[src/rtl/map_blit_pkg.sv]
// Shared definitions for the main-game framebuffer writer and the frame drawer.
package map_blit_pkg;

    localparam int unsigned DEF_FB_W    = 320;
    localparam int unsigned DEF_FB_H    = 240;
    localparam int unsigned DEF_MAP_W_T = 64;
    localparam int unsigned DEF_MAP_H_T = 64;
    localparam int unsigned DEF_TILE    = 16;

    // Cycles spent flushing the fetch pipeline after the last pixel is issued.
    localparam int unsigned DRAIN_CYCLES = 3;

    typedef logic [23:0] rgb_t;

    typedef enum logic [1:0] {
        StIdle,
        StRun,
        StDrain,
        StFin
    } blit_state_e;

endpackage

[src/rtl/blit_raster_counter.sv]
// Raster-order x/y pixel counter with end-of-frame flag and linear framebuffer address.
module blit_raster_counter
    import map_blit_pkg::*;
#(
    parameter int unsigned FB_W = DEF_FB_W,
    parameter int unsigned FB_H = DEF_FB_H,
    parameter int unsigned XW   = $clog2(FB_W),
    parameter int unsigned YW   = $clog2(FB_H)
) (
    input  logic          clk,
    input  logic          rst_n,
    input  logic          clear,
    input  logic          step,
    output logic [XW-1:0] x,
    output logic [YW-1:0] y,
    output logic [18:0]   addr,
    output logic          last
);

    logic x_wrap;

    assign x_wrap = (x == XW'(FB_W - 1));
    assign last   = x_wrap && (y == YW'(FB_H - 1));

    // addr tracks y*FB_W + x incrementally, so no multiplier is needed.
    always_ff @(posedge clk or negedge rst_n) begin
        if (!rst_n) begin
            x    <= '0;
            y    <= '0;
            addr <= '0;
        end else if (clear) begin
            x    <= '0;
            y    <= '0;
            addr <= '0;
        end else if (step) begin
            addr <= last ? '0 : addr + 19'd1;
            if (x_wrap) begin
                x <= '0;
                y <= (y == YW'(FB_H - 1)) ? '0 : y + YW'(1);
            end else begin
                x <= x + XW'(1);
            end
        end
    end

endmodule

[src/rtl/map_blitter.sv]
// Walks the framebuffer in raster order, fetches the camera-offset map tile texel for each
// pixel through a 3-stage ROM pipeline and writes it, one pixel per clock.
module map_blitter
    import map_blit_pkg::*;
#(
    parameter int unsigned FB_W    = DEF_FB_W,
    parameter int unsigned FB_H    = DEF_FB_H,
    parameter int unsigned MAP_W_T = DEF_MAP_W_T,
    parameter int unsigned MAP_H_T = DEF_MAP_H_T,
    parameter int unsigned TILE    = DEF_TILE
) (
    input  logic        Clk,
    input  logic        Reset,
    input  logic        start,
    input  logic        abort,
    input  logic [9:0]  cam_x,
    input  logic [9:0]  cam_y,
    output logic        busy,
    output logic        done,
    output logic [11:0] map_addr,
    input  logic [7:0]  map_data,
    output logic [15:0] tile_addr,
    input  logic [23:0] tile_data,
    output logic        fb_we,
    output logic [18:0] fb_addr,
    output logic [23:0] fb_data
);

    localparam int unsigned XW   = $clog2(FB_W);
    localparam int unsigned YW   = $clog2(FB_H);
    localparam int unsigned MX_W = $clog2(MAP_W_T * TILE);
    localparam int unsigned MY_W = $clog2(MAP_H_T * TILE);
    localparam int unsigned TB   = $clog2(TILE);

    blit_state_e state;
    logic [1:0]  drain_cnt;
    logic [9:0]  cam_x_q;
    logic [9:0]  cam_y_q;
    logic        busy_q;
    logic        done_q;

    logic [XW-1:0] x;
    logic [YW-1:0] y;
    logic [18:0]   lin;
    logic          last;
    logic          issue;

    logic [MX_W-1:0] mx;
    logic [MY_W-1:0] my;

    logic            s1_valid;
    logic [2*TB-1:0] s1_tex;
    logic [18:0]     s1_addr;
    logic            s2_valid;
    logic [18:0]     s2_addr;
    logic            fb_we_q;
    logic [18:0]     fb_addr_q;
    rgb_t            fb_data_q;

    assign issue = (state == StRun);

    blit_raster_counter #(
        .FB_W (FB_W),
        .FB_H (FB_H),
        .XW   (XW),
        .YW   (YW)
    ) u_counter (
        .clk   (Clk),
        .rst_n (Reset),
        .clear (state == StIdle),
        .step  (issue),
        .x     (x),
        .y     (y),
        .addr  (lin),
        .last  (last)
    );

    // Map wrap is plain truncation because the map is a power of two in pixels.
    assign mx = MX_W'(cam_x_q + 10'(x));
    assign my = MY_W'(cam_y_q + 10'(y));

    assign map_addr  = issue ? {my[MY_W-1:TB], mx[MX_W-1:TB]} : '0;
    assign tile_addr = s1_valid ? {map_data, s1_tex} : '0;

    assign busy    = busy_q;
    assign done    = done_q;
    assign fb_we   = fb_we_q;
    assign fb_addr = fb_addr_q;
    assign fb_data = fb_data_q;

    always_ff @(posedge Clk or negedge Reset) begin
        if (!Reset) begin
            state     <= StIdle;
            drain_cnt <= '0;
            cam_x_q   <= '0;
            cam_y_q   <= '0;
            busy_q    <= 1'b0;
            done_q    <= 1'b0;
        end else begin
            done_q <= 1'b0;
            if (abort) begin
                state  <= StIdle;
                busy_q <= 1'b0;
            end else begin
                unique case (state)
                    StIdle: begin
                        if (start) begin
                            cam_x_q <= cam_x;
                            cam_y_q <= cam_y;
                            busy_q  <= 1'b1;
                            state   <= StRun;
                        end
                    end
                    StRun: begin
                        if (last) begin
                            drain_cnt <= '0;
                            state     <= StDrain;
                        end
                    end
                    StDrain: begin
                        if (drain_cnt == 2'(DRAIN_CYCLES - 1)) begin
                            busy_q <= 1'b0;
                            done_q <= 1'b1;
                            state  <= StFin;
                        end else begin
                            drain_cnt <= drain_cnt + 2'd1;
                        end
                    end
                    StFin: state <= StIdle;
                    default: state <= StIdle;
                endcase
            end
        end
    end

    // Stage 1 waits for map_data, stage 2 for tile_data, then the write is registered.
    always_ff @(posedge Clk or negedge Reset) begin
        if (!Reset) begin
            s1_valid  <= 1'b0;
            s1_tex    <= '0;
            s1_addr   <= '0;
            s2_valid  <= 1'b0;
            s2_addr   <= '0;
            fb_we_q   <= 1'b0;
            fb_addr_q <= '0;
            fb_data_q <= '0;
        end else if (abort) begin
            s1_valid <= 1'b0;
            s2_valid <= 1'b0;
            fb_we_q  <= 1'b0;
        end else begin
            s1_valid <= issue;
            s1_tex   <= {my[TB-1:0], mx[TB-1:0]};
            s1_addr  <= lin;
            s2_valid <= s1_valid;
            s2_addr  <= s1_addr;
            fb_we_q  <= s2_valid;
            if (s2_valid) begin
                fb_addr_q <= s2_addr;
                fb_data_q <= tile_data;
            end
        end
    end

endmodule

[config.mk]
export PLATFORM = sky130hd
export DESIGN_NAME = map_blitter
export DESIGN_NICKNAME = d
export VERILOG_FILES = /design/src/rtl/map_blit_pkg.sv /design/src/rtl/blit_raster_counter.sv /design/src/rtl/map_blitter.sv
export SDC_FILE = /design/constraint.sdc
export NUM_CORES = 1
export LEC_CHECK = 0
export ABC_AREA = 1
export BUFFER_PORTS_ARGS = -buffer_cell sky130_fd_sc_hd__buf_2
export CAP_MARGIN = 20
export CORE_MARGIN = 2
export CORE_UTILIZATION = 41
export DETAILED_ROUTE_END_ITERATION = 10
export PLACE_DENSITY_LB_ADDON = 0.25
export SLEW_MARGIN = 40
export SYNTH_ARGS = -nofsm -noshare
export SYNTH_HDL_FRONTEND = slang
export SYNTH_SLANG_ARGS = --single-unit
[constraint.sdc]
create_clock -name Clk -period 3.2 [get_ports Clk]
set_input_delay 0.8 -clock Clk [delete_from_list [all_inputs] [get_ports Clk]]
set_output_delay 0.8 -clock Clk [all_outputs]
set_load 0.05 [all_outputs]
* Word level (Yosys, flattened, before mapping)
Index checks and enable logic that the tools add are counted.
** Operators by class
- $add $sub $neg :: 6
- Equal/unequal tests :: 11
- Muxes and demuxes :: 30
- Bitwise operators :: 1
- Reductions and logical operators :: 12
** Operators with widths (count)
- 19-bit 2-to-1 mux :: 3
- 8-bit 2-to-1 mux :: 4
- 9-bit 2-to-1 mux :: 3
- 19-bit by 1-bit adder with 19-bit output, second input constant :: 1
- 16-bit 2-to-1 mux :: 1
- 12-bit 2-to-1 mux :: 1
- 2-bit 2-to-1 mux :: 6
- 10-bit by 8-bit adder with 10-bit output :: 1
- 10-bit by 9-bit adder with 10-bit output :: 1
- 9-bit by 1-bit adder with 9-bit output, second input constant :: 1
- 9-bit equality test, second input constant :: 1
- 1-bit 2-to-1 mux :: 9
- 3-bit AND reduction :: 3
- 8-bit by 1-bit adder with 8-bit output, second input constant :: 1
- 8-bit equality test, second input constant :: 1
- 2-bit one-hot mux with 4 select lines :: 1
- 2-bit equality test, second input constant :: 3
- 3-bit != test, second input constant :: 2
- 2-bit nonzero test :: 3
- 2-bit one-hot mux with 2 select lines :: 1
- 2-bit AND reduction :: 2
- 4-bit AND reduction :: 1
- 3-bit by 2-bit != test with 1-bit output, second input constant :: 1
- 3-bit nonzero test :: 1
- 8 further kinds :: 8
** Word-level totals
- Register bits after elaboration :: 154
- Bits of input ports :: 56

* Depth between registers and ports, before layout
Gate-level depths: netlist of run 1.
- Depth in word-level cells :: 5
- Mapped depth :: 11
- Mapped depth without buffers :: 11

* Modules after synthesis
From an unflattened synthesis of run 1, not the netlist that was laid out.
** Second synthesis, totals
- Cell total of the unflattened synthesis :: 939
- Area, all modules :: 7729.9 um^2
** By module, submodules not included
- map_blitter :: times used 1, cells each 657, area an instance 5567.8 um^2
- blit_raster_counter :: times used 1, cells each 282, area an instance 2162.1 um^2

* Least setup slack after synthesis of run 1
OpenSTA, ideal clock, no wires.
- Path kind :: register -> output
- Start :: register u_counter.y[0]
- End :: output port map_addr[8]
- Arrival time :: 2.167 ns
- Required time :: 2.400 ns
- Path slack :: 0.233 ns
- Cell stages (with the launch flop) :: 12
- Path buffers :: 0
- Cell sequence :: dfrtp_1 ha_1 inv_1 fa_1 inv_1 nand3_1 nand2_1 nand3_1 and2_1 nand2_1 nand2_1 nor2_1
** Between the ends
- Cells in the longest elaborated chain, start to end :: 2
** RTL lines
- from (decl) :: line blit_raster_counter.sv:15 : output logic [YW-1:0] y,
- from (signal assigned) :: line blit_raster_counter.sv:39 : y <= (y == YW'(FB_H - 1)) ? '0 : y + YW'(1);
- 10-bit by 8-bit adder with 10-bit output :: line map_blitter.sv:80 : assign my = MY_W'(cam_y_q + 10'(y));
- 12-bit 2-to-1 mux :: line map_blitter.sv:82 : assign map_addr = issue ? {my[MY_W-1:TB], mx[MX_W-1:TB]} : '0;
- to (decl) :: line map_blitter.sv:20 : output logic [11:0] map_addr,
Every way passes these cells.

* Final worst setup path of run 1
Ends and elaborated chain as after synthesis.

==> results of run 1 <==
layout make-up:
class | instances | area [µm²]
inverters | 109 | 413
well taps | 234 | 293
multi-input cells | 646 | 3250
clock buffers | 17 | 425
fillers | 1791 | 9340
flip-flops and latches | 154 | 3850
clock inverters | 15 | 151
repair buffers | 141 | 795
registers in the layout (all words and copies together), names as in the netlist:
name and count:
fb_data 24, fb_addr 19, s1_addr 19, s2_addr 19, u_counter.addr 19, cam_x_q 10
cam_y_q 10, u_counter.x 9, s1_tex 8, u_counter.y 8, drain_cnt 2, state 2
busy 1, done 1, fb_we 1, s1_valid 1, s2_valid 1
final timing paths:
check,end,depth (start not counted),from,slack [ns]
max,map_addr[8],12,u_counter.y[0],0.09
min,fb_data[12],1,Reset,0.14
max reg2reg,u_counter.addr[9],7,state[1],1.04
min reg2reg,fb_addr[15],2,s2_addr[15],0.47
max in group asynchronous,u_counter.addr[13],3,Reset,2.10
min in group Clk,fb_addr[15],2,s2_addr[15],0.47
critical path, cell delays in order, from the launching register on:
cell	delay, ns
dfrtp_1	0.37
ha_2	0.20
inv_1	0.07
fa_1	0.39
inv_2	0.08
nand3_1	0.08
nand2_2	0.10
nand3_1	0.06
and2_1	0.15
nand2_1	0.05
nand2_1	0.05
nor2_1	0.12
buf_6	0.17
power breakdown:
group | switching, mW | internal, mW
sequential | 0.287 | 2.40
combinational | 2.30 | 0.910
clock | 0.881 | 1.10
timing repair:
action / CTS / global route
cloned: 0 / 0
pin swaps: 0 / 1
hold buffers: 0 / 0
setup endpoints to repair: 3 / 6
setup buffers: 1 / 4
gates resized for setup: 4 / 12
layer usage:
| layer | share of wire [%] | up-vias |
|---|---|---|
| li1 | - | 3221 |
| met1 | 48 | 2891 |
| met2 | 46 | 154 |
| met3 | 4.5 | 24 |
| met4 | 1.6 | 0 |
| met5 | 0 | - |
cells by family (layout without fill, tap and decap cells):
logic type,count (synthesis),count (layout)
simple gates,482,482
mux,17,17
fa+ha+maj,27,27
buf+inv,140,282
flops,154,154
xor+xnor,7,7
compound gates,113,113
synthesized netlist by cell type:
cell type,n,area (µm²)
and3_1,1,6.26
buf_2,9,45.0
nand3_4,1,17.5
nor2_1,81,304
clkbuf_1,11,41.3
a21o_1,1,7.51
nor2_4,4,45.0
nand2_2,8,50.1
nor3_1,4,20.0
and2_1,2,12.5
nand3b_1,2,15.0
mux2_2,17,191
nand2_1,310,1160
inv_1,104,390
buf_6,3,33.8
o21ai_0,61,305
o21bai_1,2,15.0
ha_1,25,313
nand4_2,1,12.5
inv_4,1,6.26
fa_1,2,40.0
o31ai_1,1,7.51
xnor2_1,1,8.76
clkinv_2,1,5.00
a31o_2,1,8.76
a21oi_1,32,160
xor2_1,6,52.6
o21a_1,4,30.0
dfrtp_1,154,3850
inv_2,3,11.3
or2_2,3,18.8
buf_4,8,60.1
nand3_2,1,10.0
o21ai_1,10,50.1
nand3_1,45,225
nor3_2,1,10.0
nor2_2,4,25.0
nand4_1,14,87.6
a22oi_1,1,7.51
==> flow_summary.ini, run 1 <==
[pwr]
ir_worst_vdd_uv = 456
p_per_area_nw_per_um2 = 859
fin_total_pwr_mw = 7.88
p_leak_nw = 4.84

[logic_synthesis]
synth_area_um2 = 7670
synth_seq_cells = 154
synth-seq-area-share_pct = 50.3
syn_nets = 1023
synthXorXnorAreaFrac_pct = 0.800
synth_compound_area_share_pct = 7.72
synth_cell_type_count = 39
synth_top_family_by_area = simple AND/OR/NAND/NOR gates
yosysWarnings = 0
avgSynthCellArea_um2 = 8.16
synth_fa_ha_area_share_pct = 4.60
muxShareOfSynthArea_pct = 2.50
synth_cells = 940
synth-simple-area-share_pct = 26.4

[placement]
gp_congestion = 0.867
postPlaceCellArea_um2 = 8490
post-place-cells = 1278
dp_hpwl_mm = 12.0
pre_cts_slack_ns = 0.391
port_buffers = 129

[timing]
slew_headroom_pct = 58.7
clock_skew_ns = 0.00996
fin_ws_ns = 0.0939
fmax_ghz = 0.322
setup-tns-final_ns = 0
min_period_ns = 3.11
setup_viol = 0
worst_pin_slew_ns = 0.620
finalHoldViolCount = 0
timing.final.crit_share_pct = 97.1
final_max_slew_viol_count = 0
hold_ws_ns = 0.138

[global_routing]
met2_usage_pct = 28.6
grt_util_met1_pct = 25.1
met3_usage_pct = 3.67
grt_usage_pct = 18.1
grt_pass1_wl_mm = 28.7
antenna_found_initial = 0
grt_pass1_vias = 5876
grt_max_degree = 153
grt_overflow = 0
grt_busiest_layer = met2

[final_layout]
finish.instance_area_um2 = 9180
fin_nets = 1152
syn_to_final_growth_pct = 19.7
fin_util_pct = 49.6
final_cell_mix = nand2_1, dfrtp_1, buf_2
drive_gt1_share_pct = 21.0
num_antenna_cells = 0
final_common_cell = nand2_1
layout.cells.non_filler = 1316

[floorplan]
die_area_um2 = 19800
die_x_um = 141
num_io_pins = 130
die_h_um = 141
core_um2 = 18500
initial_core_util_pct = 41.4
row_count = 50

[detailed_routing]
antenna_left = 0
vias_per_cell = 4.78
avgRoutedWirePerCell_um = 13.2
drt-pass1-iter-count = 4
drcViolationCount = 0
vias = 6290
drt_iter0_markers = 345
routed_wl_mm = 17.4

[worst_hold_path]
worst_hold_path_type = in -> async

[clocking]
cts_root_buffer = clkbuf_16
clockBufferDepth = 2
cts_sinks = 154
htreeDepth = 4
path_clk_slew_ns = 0.06
numCtsBuffers = 17
cts_tree = built
clk_latency_ns = 0.43

[worst_setup_path]
cp_max_fo = 4
critPathKind = reg -> out
cp.arrival_ns = 2.31
start_kind = flip-flop
worst_ep_required_time_ns = 2.40
endpoint_kind = output pin

[run_status]
status = finished clean

[run]
maxCapViolations = 0
Note: power is estimated with default switching activity, not from simulation.
==> inputs of run 2 (changes only) <==
--- a/config.mk
+++ b/config.mk
@@ -8,7 +8,6 @@
 export ABC_AREA = 1
 export BUFFER_PORTS_ARGS = -buffer_cell sky130_fd_sc_hd__buf_2
 export CAP_MARGIN = 20
-export CORE_MARGIN = 2
 export CORE_UTILIZATION = 41
 export DETAILED_ROUTE_END_ITERATION = 10
 export PLACE_DENSITY_LB_ADDON = 0.25
==> constraint.sdc (replaced) <==
create_clock -name Clk -period 3.9 [get_ports Clk]
set_input_delay 0.975 -clock Clk [delete_from_list [all_inputs] [get_ports Clk]]
set_output_delay 0.975 -clock Clk [all_outputs]
set_load 0.05 [all_outputs]
==> run 2 against run 1 <==
Compared with the run above:
- the flow now finishes with violations (design-rule violations)
- non-clock buffer count is 6 lower
- register-to-register slack better by 0.58 ns
- critical endpoint unchanged
- wire length is 3.7% lower
- utilization is 0.38 points higher
- final cell count is 0.76% lower
- first-iteration DRC count is 2.6% higher
==> flow_summary.ini, run 2 (same netlist as run 1, synthesis figures left out) <==
[worst_setup_path]
cp_max_fo = 5
max_stage_delay_ns = 0.41
crit_chain = ha_1, inv_1, fa_1, inv_1, nand3_1, nand2_1, nand3_1, and2_1, nand2_1, nand2_1, nor2_1, buf_2
endpoint_kind = output pin
critPathBufInv = 3
crit_path_frequent_cell = nand2_1
startpoint = u_counter.y[0]
reg2reg_slack_ns = 1.62
start_kind = flip-flop
critPathKind = reg -> out
critPathTopFamily = simple AND/OR/NAND/NOR gates
cp.arrival_ns = 2.45
r2r-start = state[1]
path_depth = 12
reg2reg_depth = 8
slowest_stage = dfrtp_1
worst_ep_required_time_ns = 2.92

[clocking]
cts_hold_buffers = 0
clockBufferDepth = 2
cts_setup_buffers = 0
clk_latency_ns = 0.42
htreeDepth = 4
cts_sinks = 154
cts_tree = built
path_clk_slew_ns = 0.07
cts_resized = 0
numCtsBuffers = 17
cts_root_buffer = clkbuf_16

[worst_hold_path]
hold_depth = 2
worst_hold_path_type = reg -> reg
hold_start = s2_addr[5]

[final_layout]
layout.cells.non_filler = 1306
syn_to_final_growth_pct = 18.2
drive_gt1_share_pct = 19.9
final_common_cell = nand2_1
largest_reg_flops = 24
fin_nets = 1146
final_cell_mix = nand2_1, dfrtp_1, buf_2

[run]
maxCapViolations = 0

[global_routing]
grt_pass1_wl_mm = 28.2
antenna_found_initial = 1
grt_busiest_layer = met2
grt_overflow = 0
grt_pass1_vias = 5806
grt_util_met1_pct = 24.5
grt_max_degree = 92
met3_usage_pct = 3.73
met2_usage_pct = 29.4
grt_usage_pct = 18.2

[timing]
worst_pin_slew_ns = 0.693
slew_headroom_pct = 53.8
final_max_slew_viol_count = 0
rsz0062_at_grt = no
clock_skew_ns = 0.00821
min_period_ns = 3.42
fmax_ghz = 0.292
timing.final.crit_share_pct = 87.7
setup_viol = 0
finalHoldViolCount = 0
setup-tns-final_ns = 0

[floorplan]
row_count = 49
die_h_um = 139
core_um2 = 18100
die_area_um2 = 19300
die_x_um = 139
num_io_pins = 130
initial_core_util_pct = 42.3

[pwr]
p_per_area_nw_per_um2 = 697
ir_worst_vdd_uv = 380
p_leak_nw = 4.81

[detailed_routing]
drt_iter0_markers = 354
avgRoutedWirePerCell_um = 12.8
routed_wl_mm = 16.8
drcViolationCount = 20
drt-pass1-iter-count = 8
vias = 6227
antenna_left = 0
vias_per_cell = 4.77

[placement]
gp_congestion = 0.835
post-place-cells = 1273
dp_hpwl_mm = 11.8
port_buffers = 129

[run_status]
violations = design-rule violations
status = finished with violations
==> run 2: through the flow <==
stage	util, %	hold WS [ns]	area [µm²]	setup slack [ns]	power (mW)
3_5_place_dp	46.8	0.460	8490	0.934	4.76
5_1_grt	49.9	0.486	9060	0.276	6.72
3_3_place_gp	46.8	0.451	8490	0.951	4.74
6_report	49.9	0.474	9060	0.479	6.32
2_1_floorplan	-	0.442	7670	0.758	4.19
4_1_cts	49.9	0.474	9060	0.460	6.39
==> run 2: cell type report <==
type,instances,area [µm²]
Tap cell,229,287
Fill cell,1738,9080
Timing Repair Buffer,135,713
Multi-Input combinational cell,646,3220
Sequential cell,154,3850
Clock inverter,15,146
Clock buffer,17,425
Antenna cell,1,2.50
Inverter,109,413
==> run 2: where the power goes <==
part           switching, mW  internal [mW]
combinational           1.85          0.672
clock                  0.750          0.854
sequential             0.225           1.97
total                   2.82           3.50
==> run 2: path summary, 6_finish.rpt <==
kind / endpoint
setup / recovery: map_addr[8]
hold / removal: fb_addr[5]
setup reg to reg: u_counter.addr[11]
hold reg to reg: fb_addr[5]
max in group asynchronous: fb_data[17]
min in group asynchronous: fb_data[12]
==> run 2: layer usage <==
metal / routed length [µm] / up-vias
met5: 0 / -
met4: 286 / 0
met3: 818 / 22
met2: 7430 / 152
met1: 8210 / 2830
li1: - / 3223
==> run 2: worst reg2reg max path, stage by stage (launching register included) <==
cell	delay, ns
dfrtp_1	0.39
inv_1	0.09
ha_1	0.20
buf_4	0.21
nor2_4	0.38
inv_4	0.19
nand3_1	0.44
inv_1	0.15
nor2_1	0.15
